--- src/rtl/fetch_ctrl.sv ---
// fetch_ctrl: instruction-fetch sequencer in front of ins_decoder.
//
// Owns the PC and keeps at most one icache request outstanding. Each returned
// word gets a static prediction and is pushed into a circular queue. The head
// entry (ins, pc, prediction) is presented to the decoder. A flush from the ROB
// empties the queue and redirects the PC.
//
// Ports
//   clk_in, rst_in        clock, async active-high reset
//   rdy_in                global ready; low freezes every register
//   ic_req, ic_addr       one-cycle request pulse and its address
//   ic_valid, ic_ins      icache response for the outstanding request
//   iq_valid, iq_ins,     queue head: valid flag, instruction, PC,
//   iq_pc, iq_pred_taken,   predicted direction and predicted next PC
//   iq_pred_pc
//   iq_ready              consumer takes the head this cycle
//   flush_in, flush_pc    redirect request and its target
//
// state | meaning
// ------+-----------------------------------------------------------
// IDLE  | ready to issue a request when the queue has room
// WAIT  | request outstanding, response will be enqueued
// DROP  | request outstanding but stale (flushed), response discarded
// HALT  | JALR fetched, target unknown; wait for a flush
module fetch_ctrl #(
  parameter int          IQ_DEPTH = 8,
  parameter int          IQ_AW    = 3,
  parameter logic [31:0] RESET_PC = 32'h0
) (
  input  logic        clk_in,
  input  logic        rst_in,
  input  logic        rdy_in,
  output logic        ic_req,
  output logic [31:0] ic_addr,
  input  logic        ic_valid,
  input  logic [31:0] ic_ins,
  output logic        iq_valid,
  output logic [31:0] iq_ins,
  output logic [31:0] iq_pc,
  output logic        iq_pred_taken,
  output logic [31:0] iq_pred_pc,
  input  logic        iq_ready,
  input  logic        flush_in,
  input  logic [31:0] flush_pc
);

  typedef enum logic [1:0] {
    S_IDLE = 2'd0,
    S_WAIT = 2'd1,
    S_DROP = 2'd2,
    S_HALT = 2'd3
  } state_t;

  localparam logic [6:0]     OP_JAL    = 7'b1101111;
  localparam logic [6:0]     OP_JALR   = 7'b1100111;
  localparam logic [6:0]     OP_BRANCH = 7'b1100011;
  localparam logic [IQ_AW:0] DEPTH_CNT = (IQ_AW + 1)'(IQ_DEPTH);
  localparam logic [IQ_AW:0] CNT_ONE   = (IQ_AW + 1)'(1);
  localparam logic [IQ_AW-1:0] PTR_ONE = IQ_AW'(1);

  state_t           state_q, state_d;
  logic [31:0]      pc_q, pc_d;
  logic             ic_req_q, ic_req_d;
  logic [31:0]      ic_addr_q, ic_addr_d;
  logic [IQ_AW-1:0] head_q, head_d;
  logic [IQ_AW-1:0] tail_q, tail_d;
  logic [IQ_AW:0]   count_q, count_d;

  logic [31:0] ent_ins_q   [IQ_DEPTH];
  logic [31:0] ent_pc_q    [IQ_DEPTH];
  logic        ent_taken_q [IQ_DEPTH];
  logic [31:0] ent_pred_q  [IQ_DEPTH];

  logic        enq;
  logic        deq;
  logic        pred_taken;
  logic [31:0] pred_pc;
  logic [31:0] imm_j;
  logic [31:0] imm_b;
  logic [6:0]  opcode;
  logic        is_jalr;

  // Static prediction on the returning word; pc_q is the address it came from.
  assign opcode  = ic_ins[6:0];
  assign is_jalr = (opcode == OP_JALR);
  assign imm_j   = {{11{ic_ins[31]}}, ic_ins[31], ic_ins[19:12], ic_ins[20],
                    ic_ins[30:21], 1'b0};
  assign imm_b   = {{19{ic_ins[31]}}, ic_ins[31], ic_ins[7], ic_ins[30:25],
                    ic_ins[11:8], 1'b0};

  always_comb begin
    pred_taken = 1'b0;
    pred_pc    = pc_q + 32'd4;
    case (opcode)
      OP_JAL: begin
        pred_taken = 1'b1;
        pred_pc    = pc_q + imm_j;
      end
      OP_BRANCH: begin
        // backward branches (negative offset) are predicted taken
        if (ic_ins[31]) begin
          pred_taken = 1'b1;
          pred_pc    = pc_q + imm_b;
        end
      end
      default: ;
    endcase
  end

  always_comb begin
    state_d   = state_q;
    pc_d      = pc_q;
    ic_req_d  = 1'b0;
    ic_addr_d = ic_addr_q;
    enq       = 1'b0;
    case (state_q)
      S_IDLE: begin
        // the slot is reserved here, so the enqueue in WAIT always has room
        if (count_q < DEPTH_CNT) begin
          ic_req_d  = 1'b1;
          ic_addr_d = pc_q;
          state_d   = S_WAIT;
        end
      end
      S_WAIT: begin
        if (ic_valid) begin
          enq     = 1'b1;
          pc_d    = pred_pc;
          state_d = is_jalr ? S_HALT : S_IDLE;
        end
      end
      S_DROP: begin
        if (ic_valid) state_d = S_IDLE;
      end
      S_HALT: ;
      default: state_d = S_IDLE;
    endcase

    if (flush_in) begin
      enq       = 1'b0;
      pc_d      = flush_pc;
      ic_req_d  = 1'b0;
      ic_addr_d = ic_addr_q;
      // A response arriving on the flush edge completes the outstanding
      // request, so there is nothing left to drain in that case.
      if ((state_q == S_WAIT || state_q == S_DROP) && !ic_valid) state_d = S_DROP;
      else state_d = S_IDLE;
    end
  end

  always_comb begin
    deq     = iq_valid && iq_ready && !flush_in;
    head_d  = head_q;
    tail_d  = tail_q;
    count_d = count_q;
    if (flush_in) begin
      head_d  = tail_q;
      count_d = '0;
    end else begin
      if (enq) tail_d = tail_q + PTR_ONE;
      if (deq) head_d = head_q + PTR_ONE;
      case ({enq, deq})
        2'b10:   count_d = count_q + CNT_ONE;
        2'b01:   count_d = count_q - CNT_ONE;
        default: ;
      endcase
    end
  end

  always_ff @(posedge clk_in or posedge rst_in) begin
    if (rst_in) begin
      state_q   <= S_IDLE;
      pc_q      <= RESET_PC;
      ic_req_q  <= 1'b0;
      ic_addr_q <= '0;
      head_q    <= '0;
      tail_q    <= '0;
      count_q   <= '0;
      for (int i = 0; i < IQ_DEPTH; i++) begin
        ent_ins_q[i]   <= '0;
        ent_pc_q[i]    <= '0;
        ent_taken_q[i] <= 1'b0;
        ent_pred_q[i]  <= '0;
      end
    end else if (rdy_in) begin
      state_q   <= state_d;
      pc_q      <= pc_d;
      ic_req_q  <= ic_req_d;
      ic_addr_q <= ic_addr_d;
      head_q    <= head_d;
      tail_q    <= tail_d;
      count_q   <= count_d;
      if (enq) begin
        ent_ins_q[tail_q]   <= ic_ins;
        ent_pc_q[tail_q]    <= pc_q;
        ent_taken_q[tail_q] <= pred_taken;
        ent_pred_q[tail_q]  <= pred_pc;
      end
    end
  end

  // While frozen the pulse is held in ic_req_q and shown once rdy_in returns.
  assign ic_req        = ic_req_q && rdy_in;
  assign ic_addr       = ic_addr_q;
  assign iq_valid      = (count_q != '0);
  assign iq_ins        = ent_ins_q[head_q];
  assign iq_pc         = ent_pc_q[head_q];
  assign iq_pred_taken = ent_taken_q[head_q];
  assign iq_pred_pc    = ent_pred_q[head_q];

endmodule

--- config.mk ---
export PLATFORM = sky130hd
export DESIGN_NAME = fetch_ctrl
export DESIGN_NICKNAME = d
export VERILOG_FILES = /design/src/rtl/fetch_ctrl.sv
export SDC_FILE = /design/constraint.sdc
export NUM_CORES = 2
export LEC_CHECK = 0
export ABC_AREA = 0
export BUFFER_PORTS_ARGS = -buffer_cell sky130_fd_sc_hd__buf_4
export CORE_MARGIN = 2
export CORE_UTILIZATION = 50
export DETAILED_ROUTE_END_ITERATION = 12
export PLACE_DENSITY = 0.69
export RECOVER_POWER = 50
export SLEW_MARGIN = 10
export SYNTH_ARGS = -nofsm -noshare
export SYNTH_HDL_FRONTEND = slang
export SYNTH_SLANG_ARGS = --single-unit
--- constraint.sdc ---
create_clock -name clk_in -period 45.8 [get_ports clk_in]
set_input_delay 4.58 -clock clk_in [delete_from_list [all_inputs] [get_ports clk_in]]
set_output_delay 4.58 -clock clk_in [all_outputs]
set_load 0.01 [all_outputs]
==> summary.txt <==
Failing checks - capacitance limit, slew limit
Rel. slew slack - -239%
FILL cells - 6589
Mean post-synth cell area - 12.9 µm²
Vias in the first global route - 29100
Asr flop ratio synth - 100%
Sequential-to-total area share from yosys stat - 51.3%
Max-cap viol count - 17
Footprint of the multi-input gates - 19000 µm²
Fin nets - 3400
Setup violators final - 0
Sum Neg Setup Slack - 0 ns
Detailed-route via count - 27300
Final hold violation count - 0
CP required - 45.59 ns
Maximum vdd drop - 54.8 µV
Overall Global Routing Usage - 26.4%
First-pass GRT wire length - 172000 µm
Worst-Skew Late Latency - 0.64 ns
FF+latch area - 21200 µm²
Post-DP HPWL - 70500 µm
CP Class - input pin to async pin
Initial antenna violation count - 7
# DRC - 0
RSZ-0062 raised after global routing - no
Port bufs - 200
Worst r2r path cells - 10
Synth Instances - 3202
P_leak - 20.7 nW
Largest net degree at the start of global routing - 116
Hold Buf Count CTS - 0
P&R area growth vs syn - 12.0%
EDFF count, synth - 0
Clk_skew - 0.0227 ns
Drt initial violations - 2058
Root Buffer - clkbuf_16
Post-route ant nets - 0
Status - finished, violations left
GPL Wtd Cong - 0.928
Number of synthesis warnings - 0
Worst-margin pin slew - 5.05 ns
H-tree level count - 3
R2r startpoint - state_q[1]$_DFFE_PP0P_
Routed wire length - 111000 µm
Worst reg2reg path endpoint - ent_pc_q[79]$_DFFE_PP0P_
Fin. max-slew vios - 1096
Drt first pass iters - 6
GRT overflow - 0
Post-DR vias/cell - 6.17
Pwr Density - 71.2 nW/µm²
Cell variety after synth - 77
I/O pin total - 201
Mapped Nets - 3326
Post-CTS setup buffer count - 0
Worst Setup End Kind - async pin
Hold WC Path Type - flip-flop to flip-flop
WL per Instance - 25.1 µm
Row count - 105
Worst min-delay path endpoint - ent_pred_q[78]$_DFFE_PP0P_
Worst path arrival time - 12.95 ns
Die X-Extent - 291 µm
Ratio of cells with drive above 1 in the final layout - 37.5%
CP Max Fanout - 115
Reg-to-reg slack, setup - 38.12 ns
Cell taking the most area after synthesis - dfrtp_1
Die Y - 291 µm
Starting Density - 50.3%
CTS tree - built
Core area - 81800 µm²
Tcrit/Tclk final - 28.7%
Synthesized area - 41200 µm²
Power Total - 3.29 mW
TritonCTS buffer count - 88
Sink Count - 845
Synth top area cells - dfrtp_1 (51%), mux2_2 (19%), mux4_2 (10%)
Top cell type's share of synthesized area - 51.3%
WHS Path Cells - 2
Post-cts resize count - 0
Dominant register cell in the synthesized netlist - dfrtp_1
Hold path startpoint - ent_pred_q[78]$_DFFE_PP0P_
Crit path launch type - input pin
Die area - 84700 µm²
CTS clk-pin slew, worst paths - 0.06 ns
Max Fclk - 76.0 MHz
Crit path time final - 13.16 ns
Worst-case clock buffer depth - 3
Seq cells post-synth - 845
## flip-flops by register name (all words and copies together), names as in the netlist
| name | count |
|---|---|
| tail_q | 3 |
| ic_addr | 32 |
| pc_q | 32 |
| ent_pc_q | 256 |
| ent_pred_q | 248 |
| ent_taken_q | 8 |
| head_q | 3 |
| count_q | 4 |
| ic_req_q | 1 |
| ent_ins_q | 256 |
| state_q | 2 |
## critical path, stage by stage
cell and delay (ns):
clkbuf_4 0.11, clkinvlp_2 2.77, clkbuf_1 2.29, clkbuf_1 2.99
## how the worst max path moves through the flow
stage                start                     endpoint  slack (ns)  cells after the start
floorplan           rst_in       count_q[0]$_DFFE_PP0P_       17.48                      1
global placement    rdy_in                       ic_req       36.18                      3
detailed placement  rdy_in                       ic_req       36.16                      3
CTS                 rdy_in                       ic_req       36.15                      3
global route        rst_in     ent_pc_q[33]$_DFFE_PP0P_       30.65                      4
finish              rst_in  ent_pred_q[243]$_DFFE_PP0P_       32.64                      4
## cells in the final DEF, fill, tap and decap left out, types with 51 or more instances in the layout
cell         n
dfrtp_1    842
ha_1        51
buf_4      192
a21oi_1    184
clkbuf_1    69
mux4_2     192
mux2_2     676
nor2_1     176
nand2_1    227
o21ai_0    182
clkbuf_16   89
## where the power goes
part           total [mW]  switching (mW)  leakage [nW]  internal [mW]
clock               0.726           0.298          1.46          0.428
sequential           1.27           0.222          10.9           1.05
combinational        1.29           0.604          8.37          0.686
total                3.29            1.12          20.7           2.17
## through the flow
| step | util, % | setup WS (ns) | instance area (µm²) | instances | hold slack, ns |
|---|---|---|---|---|---|
| 3_5_place_dp | 53.1 | 36.16 | 43400 | 4255 | 0.466 |
| 4_1_cts | 56.7 | 36.15 | 46400 | 4416 | 0.480 |
| 3_3_place_gp | 53.1 | 36.18 | 43400 | 4255 | 0.456 |
| 2_1_floorplan | - | 17.48 | 41200 | 3202 | 0.445 |
| 6_report | 56.4 | 32.64 | 46200 | 4419 | 0.475 |
| 5_1_grt | 56.4 | 30.65 | 46200 | 4419 | 0.507 |
## synthesized netlist by cell type (6+ instances only)
| master | count |
|---|---|
| mux2_2 | 681 |
| dfrtp_1 | 845 |
| nor2_1 | 178 |
| nand2b_1 | 7 |
| o21ai_0 | 180 |
| a21oi_1 | 184 |
| a211oi_1 | 12 |
| a31oi_1 | 9 |
| ha_1 | 51 |
| and2_1 | 12 |
| nand2_1 | 227 |
| mux4_2 | 192 |
| o21ai_1 | 14 |
| o211ai_1 | 6 |
| nor4_1 | 6 |
| and3_1 | 11 |
| nand3_1 | 28 |
| mux2i_1 | 13 |
| and4_1 | 8 |
| o22ai_1 | 14 |
| or2_2 | 9 |
| o21a_1 | 10 |
| clkbuf_1 | 174 |
| a21o_1 | 22 |
| xnor2_1 | 36 |
| nand4_1 | 21 |
| buf_2 | 33 |
| buf_1 | 48 |
| inv_1 | 25 |
| xor2_1 | 27 |
| or3_1 | 8 |
| nor3_1 | 16 |
## kinds of logic (layout without fill, tap and decap cells)
kind of cell / Yosys count / in the layout / synth area share [%]
muxes: 886 / 886 / 29.4
DFF: 845 / 845 / 51.3
and+or+nand+nor: 552 / 552 / 5.95
adders and majority gates: 54 / 54 / 1.69
xor gates and xnor gates: 63 / 63 / 1.34
buffers and inverters: 286 / 431 / 2.75
other: 0 / 2 / 0
AOI/OAI and AO/OA: 516 / 516 / 7.53
## layout make-up
type,instances,share of cell area (%)
sequential,845,45.8
multi-input combinational,2071,41.1
clock buffer,130,5.63
timing repair buffer,245,3.60
tap,1070,2.90
clock inverter,31,0.759
inverter,25,0.206
antenna,2,0.0108
## metal layers
metal  share of wire (%)  up-vias  wire [µm]  GRT usage, %
met4                 2.5        2       2750          8.00
met2                  49      822      54700          44.5
met3                 5.9      162       6510          4.05
met1                  42    14500      47000          35.4
li1                    -    11800          -             -
met5               0.012        -         13             0
No activity file was read; power rests on OpenSTA's default activity.
